--- config.mk ---
export PLATFORM = sky130hd
export DESIGN_NAME = uart_tx_serializer
export DESIGN_NICKNAME = d
export VERILOG_FILES = /design/src/rtl/uart_tx_serializer.sv
export SDC_FILE = /design/constraint.sdc
export NUM_CORES = 1
export LEC_CHECK = 0
export BUFFER_PORTS_ARGS = -buffer_cell sky130_fd_sc_hd__buf_2
export CAP_MARGIN = 20
export CORE_MARGIN = 1
export CORE_UTILIZATION = 57
export DETAILED_ROUTE_END_ITERATION = 7
export HOLD_SLACK_MARGIN = 0.06
export PLACE_DENSITY = 0.83
export SETUP_SLACK_MARGIN = 0.02
export SLEW_MARGIN = 5
export SYNTH_ARGS = -nofsm -noshare
export SYNTH_HDL_FRONTEND = slang
export SYNTH_SLANG_ARGS = --single-unit
export TNS_END_PERCENT = 10
--- constraint.sdc ---
create_clock -name clk -period 2.3 [get_ports clk]
set_clock_uncertainty 0.05 [all_clocks]
set_input_delay 0.23 -clock clk [delete_from_list [all_inputs] [get_ports clk]]
set_output_delay 0.23 -clock clk [all_outputs]
set_load 0.01 [all_outputs]
--- src/rtl/uart_tx_serializer.sv ---
// UART transmit serializer: pops the TX FIFO head and shifts it out as start/data/[parity]/stop.
// Define UART_TX_PARITY_EN to compile in the parity bit (sense chosen per frame by parity_odd).
module uart_tx_serializer #(
    parameter int DATA_WIDTH = 8,
    parameter int DIV_WIDTH  = 16,
    parameter int STOP_BITS  = 1
) (
    input  logic                  clk,
    input  logic                  n_rst,
    input  logic                  tx_en,
    input  logic [DIV_WIDTH-1:0]  divisor,
    input  logic                  parity_odd,
    input  logic                  f_empty,
    input  logic [DATA_WIDTH-1:0] rd_data,
    output logic                  rd_en,
    output logic                  txd,
    output logic                  busy,
    output logic                  tx_done
);

    localparam int BW = $clog2(DATA_WIDTH + 1);

`ifdef UART_TX_PARITY_EN
    typedef enum logic [2:0] {IDLE, START, DATA, PARITY, STOP} state_t;
`else
    typedef enum logic [2:0] {IDLE, START, DATA, STOP} state_t;
`endif

    state_t                state_q;
    logic [DATA_WIDTH-1:0] shreg_q;
    logic [DIV_WIDTH-1:0]  div_q;
    logic [DIV_WIDTH-1:0]  baud_q;
    logic [BW-1:0]         bit_q;
    logic                  stop_q;
    logic                  txd_q;
    logic                  rd_en_q;
    logic                  busy_q;
    logic                  done_q;
`ifdef UART_TX_PARITY_EN
    logic                  par_q;
`else
    logic                  unused_parity;
    assign unused_parity = parity_odd;
`endif

    logic bit_end;
    logic last_data;
    logic last_stop;
    logic frame_end;
    logic launch;

    assign bit_end   = (baud_q == div_q);
    assign last_data = (bit_q == BW'(DATA_WIDTH - 1));
    assign last_stop = (stop_q == 1'(STOP_BITS - 1));
    assign frame_end = (state_q == STOP) && bit_end && last_stop;
    // A new frame may start from IDLE or directly out of the final stop cycle.
    assign launch    = tx_en && !f_empty && ((state_q == IDLE) || frame_end);

    always_ff @(posedge clk or negedge n_rst) begin
        if (!n_rst) begin
            state_q <= IDLE;
            shreg_q <= '0;
            div_q   <= '0;
            baud_q  <= '0;
            bit_q   <= '0;
            stop_q  <= 1'b0;
            txd_q   <= 1'b1;
            rd_en_q <= 1'b0;
            busy_q  <= 1'b0;
            done_q  <= 1'b0;
`ifdef UART_TX_PARITY_EN
            par_q   <= 1'b0;
`endif
        end else begin
            rd_en_q <= 1'b0;
            done_q  <= frame_end;
            if (launch) begin
                shreg_q <= rd_data;
                div_q   <= divisor;
                baud_q  <= '0;
                bit_q   <= '0;
                stop_q  <= 1'b0;
                txd_q   <= 1'b0;
                rd_en_q <= 1'b1;
                busy_q  <= 1'b1;
                state_q <= START;
`ifdef UART_TX_PARITY_EN
                par_q   <= parity_odd;
`endif
            end else if (state_q != IDLE) begin
                if (!bit_end) begin
                    baud_q <= baud_q + DIV_WIDTH'(1);
                end else begin
                    baud_q <= '0;
                    case (state_q)
                        START: begin
                            state_q <= DATA;
                            txd_q   <= shreg_q[0];
                        end
                        DATA: begin
                            shreg_q <= shreg_q >> 1;
`ifdef UART_TX_PARITY_EN
                            par_q   <= par_q ^ shreg_q[0];
`endif
                            if (last_data) begin
                                bit_q <= '0;
`ifdef UART_TX_PARITY_EN
                                state_q <= PARITY;
                                txd_q   <= par_q ^ shreg_q[0];
`else
                                state_q <= STOP;
                                txd_q   <= 1'b1;
`endif
                            end else begin
                                bit_q <= bit_q + BW'(1);
                                txd_q <= shreg_q[1];
                            end
                        end
`ifdef UART_TX_PARITY_EN
                        PARITY: begin
                            state_q <= STOP;
                            txd_q   <= 1'b1;
                        end
`endif
                        STOP: begin
                            if (last_stop) begin
                                stop_q  <= 1'b0;
                                state_q <= IDLE;
                                busy_q  <= 1'b0;
                                txd_q   <= 1'b1;
                            end else begin
                                stop_q <= stop_q + 1'b1;
                            end
                        end
                        default: state_q <= IDLE;
                    endcase
                end
            end
        end
    end

    assign rd_en   = rd_en_q;
    assign txd     = txd_q;
    assign busy    = busy_q;
    assign tx_done = done_q;

endmodule

==> metrics.txt <==
outcome finished clean; share of layout cells above drive strength 1 0.255; Worst Max-Slew Pin Slew 0.459 ns; die width 69.3 µm; proportion of synthesized chip area in sequential cells 0.485; Max Fclk 0.464 GHz; Synth Warn # 0; number of violations of the max-capacitance limit 0; H-tree depth reported by CTS 2; post-synthesis register bit count 50; via count of the first global-routing pass 1969; Critical Path End Type flip-flop; number of placed I/O pins 33; number of sinks on the clock net 50; number of buffers and inverters on the critical path 2; total power density per cell area 521 mW/mm²; relative slew slack 0.694; crit path kind flip-flop to flip-flop; cell count after synthesis 255; static leakage power 1.57 nW; sequential fraction of design power 0.556; Bufs on Longest Clock Path 2; Std-Cell Core Area 0.00435 mm²; P_sw 0.348 mW; area enclosed by the die boundary 0.00481 mm²; Worst-Skew Late Latency 0.30 ns; global-route wire length before repair 9370 µm; total via count in the routed design 2032; data required time of the worst path 2.45 ns; wire length reported by the detailed router 5570 µm; master of the slowest instance on the critical path sky130_fd_sc_hd__dfrtp_1; Final Hold Fails 0; average detailed-routed wire length per instance 15.2 µm; post-DP HPWL 4000 µm; average cell area after synthesis 10.1 µm²; post-synthesis async set-or-reset flop share 1.00; Die Height 69.3 µm; family with the most delay on the worst path simple AND/OR/NAND/NOR gates; FP Rows 24; number of enable-type register cells in the synthesized netlist 0; final setup TNS 0 ns; per-cell via count in the routed design 5.55; weighted congestion at the end of routability-driven global placement 0.769; critical path, cell by cell xor2_1 > nor4_2 > nand4_1 > o21a_2 > buf_4 > buf_4 > nand2_1 > nand2_1; Clk network pwr share 0.380; number of distinct library cell variants in the gate-level netlist after synthesis 44; final worst path period share 0.938; number of antenna violations at the first check in global routing 0; # setup viols final 0; number of cells on the critical path 8; GRT Resource Usage Total 0.251; Post-Syn Area 0.00258 mm²; arrival time at the worst endpoint 2.31 ns; number of antenna-violating nets in the routed design 0; maximum resistive drop on vdd 446 µV; number of detailed-route iterations in the first pass 4; post-layout minimum cycle time 2.16 ns; Layout Nets 348; most frequent cells in the layout sky130_fd_sc_hd__nand2_1, sky130_fd_sc_hd__dfrtp_1, sky130_fd_sc_hd__buf_2; worst flop-to-flop path endpoint div_q[5]; worst-case register-to-register setup slack 0.14 ns; capturing element of the worst setup path div_q[5]; setup repair after global routing missed its margin false; kind of start point of the critical path flip-flop; worst stage delay on the critical path 0.43 ns; Crit. Startpoint baud_q[3]; area added between synthesis and finish 19.4%; number of design-rule violations left by the first detailed-router iteration 128; clock root buffer master sky130_fd_sc_hd__clkbuf_8; # Post-CTS Setup Buffers 0; antenna fix cells 0; max-slew violation count 0; combinational fraction of design power 0.063; total of fill cells in the finished design 290; area occupied by multi-input gates 0.00122 mm²; Post-Route Hold Slack 0.0684 ns; path depth of the worst reg2reg path 8; drc violations 0; initial core utilization 0.594; Clock transition at path regs 0.09 ns; clock tree from TritonCTS yes; HP Class primary input to flip-flop; sequential cell area 0.00125 mm²; most used flip-flop cell after synthesis sky130_fd_sc_hd__dfrtp_1; start of the worst register-to-register path baud_q[3]; leading cell type in the layout, fill and taps excluded sky130_fd_sc_hd__nand2_1; nets in the synthesized netlist 290; critical path peak fanout 15; number of CTS-inserted buffers 5; Buffers on Ports 31; maximum number of pins on one net before global-route repair 21; internal cell power 1.26 mW; net switching fraction of the power 0.216; leftover overflow at the end of global routing 0
[through the flow]
| stage | instance area [µm²] | cells | setup slack (ns) | util | power [mW] |
|---|---|---|---|---|---|
| after floorplan | 2580 | 255 | 0.360 | - | 0.944 |
| after global routing | 3090 | 366 | 0.0358 | 0.709 | 1.66 |
| after CTS | 3080 | 366 | 0.0230 | 0.707 | 1.62 |
| after global placement | 2900 | 351 | 0.137 | 0.666 | 0.999 |
| final | 3090 | 366 | 0.143 | 0.709 | 1.61 |
| after detailed placement | 2900 | 351 | 0.0896 | 0.666 | 1.00 |
[cells in the mapped netlist (all sizes together), types with 2 or more instances]
master / number / share of area
a21boi: 3 / 0.0087
buf: 7 / 0.027
xnor2: 6 / 0.020
a2bb2oi: 7 / 0.041
nor4: 6 / 0.024
nor2: 21 / 0.031
clkbuf: 3 / 0.0044
nor2b: 2 / 0.0048
inv: 7 / 0.010
and3: 2 / 0.0048
and4: 2 / 0.0068
a22o: 5 / 0.017
o21ai: 12 / 0.023
ha: 6 / 0.029
o21a: 2 / 0.0087
nand3: 7 / 0.014
o22ai: 7 / 0.017
nand4: 4 / 0.0097
xor2: 21 / 0.071
a21oi: 3 / 0.0058
nand2: 57 / 0.083
dfrtp: 49 / 0.47
nand3b: 3 / 0.0087
[flip-flops by register name, summed over array words and instances, names as in the netlist]
| signal | flops |
|---|---|
| baud_q | 16 |
| div_q | 16 |
| txd | 1 |
| tx_done | 1 |
| rd_en | 1 |
| busy | 1 |
| shreg_q | 8 |
| state_q | 2 |
| bit_q | 4 |
[layer usage]
| layer | share of wire | track usage | vias to the layer above |
|---|---|---|---|
| li1 | - | - | 991 |
| met5 | 0 | 0 | - |
| met1 | 0.46 | 0.335 | 983 |
| met2 | 0.49 | 0.414 | 50 |
| met3 | 0.035 | 0.0451 | 8 |
| met4 | 0.016 | 0.0907 | 0 |
[power groups by stage]
stage	combinational [mW]	clock [mW]	sequential [mW]
after floorplan	0.0322	0	0.912
after global placement	0.0890	0	0.910
after detailed placement	0.0917	0	0.911
after CTS	0.102	0.624	0.894
after global routing	0.113	0.654	0.894
final	0.102	0.611	0.894
[worst register-to-register path, stage by stage, from the launching register on]
cell                      delay, ns
sky130_fd_sc_hd__dfrtp_1       0.43
sky130_fd_sc_hd__xor2_1        0.18
sky130_fd_sc_hd__nor4_2        0.36
sky130_fd_sc_hd__nand4_1       0.19
sky130_fd_sc_hd__o21a_2        0.35
sky130_fd_sc_hd__buf_4         0.18
sky130_fd_sc_hd__buf_4         0.18
sky130_fd_sc_hd__nand2_1       0.10
sky130_fd_sc_hd__nand2_1       0.06
[kinds of logic (layout without fill, tap and decap cells)]
logic type	Yosys count	after routing	share of synthesized area
buffers and inverters	18	77	0.0474
AO/OA/AOI/OAI	45	45	0.142
adder cells (fa/ha/maj)	6	6	0.0290
multiplexers	2	2	0.00823
flip-flops	50	50	0.485
XOR/XNOR	27	27	0.0915
AND/OR/NAND/NOR	107	107	0.197
[worst min path at each step]
stage	start	end	depth (start not counted)	slack, ns
after CTS	divisor[12]	div_q[12]	3	0.06
final	divisor[6]	div_q[6]	3	0.07
after global placement	n_rst	baud_q[12]	1	0.16
after detailed placement	n_rst	baud_q[13]	1	0.16
after global routing	divisor[6]	div_q[6]	3	0.07
after floorplan	n_rst	baud_q[0]	0	-0.12
[what timing repair did]
action | in CTS | in global routing
hold endpoints to repair | 23 | 0
setup endpoints to repair | 0 | 25
hold buffers | 7 | 0
gates resized for setup | 0 | 2
[area by class of cell]
cell class / count / area share
Timing Repair Buffer: 61 / 0.129
Clock buffer: 6 / 0.0235
Sequential cell: 50 / 0.406
Tap cell: 52 / 0.0211
Inverter: 8 / 0.0138
Multi-Input combinational cell: 187 / 0.395
Clock inverter: 2 / 0.0122
(Power assumes the default switching activity.)
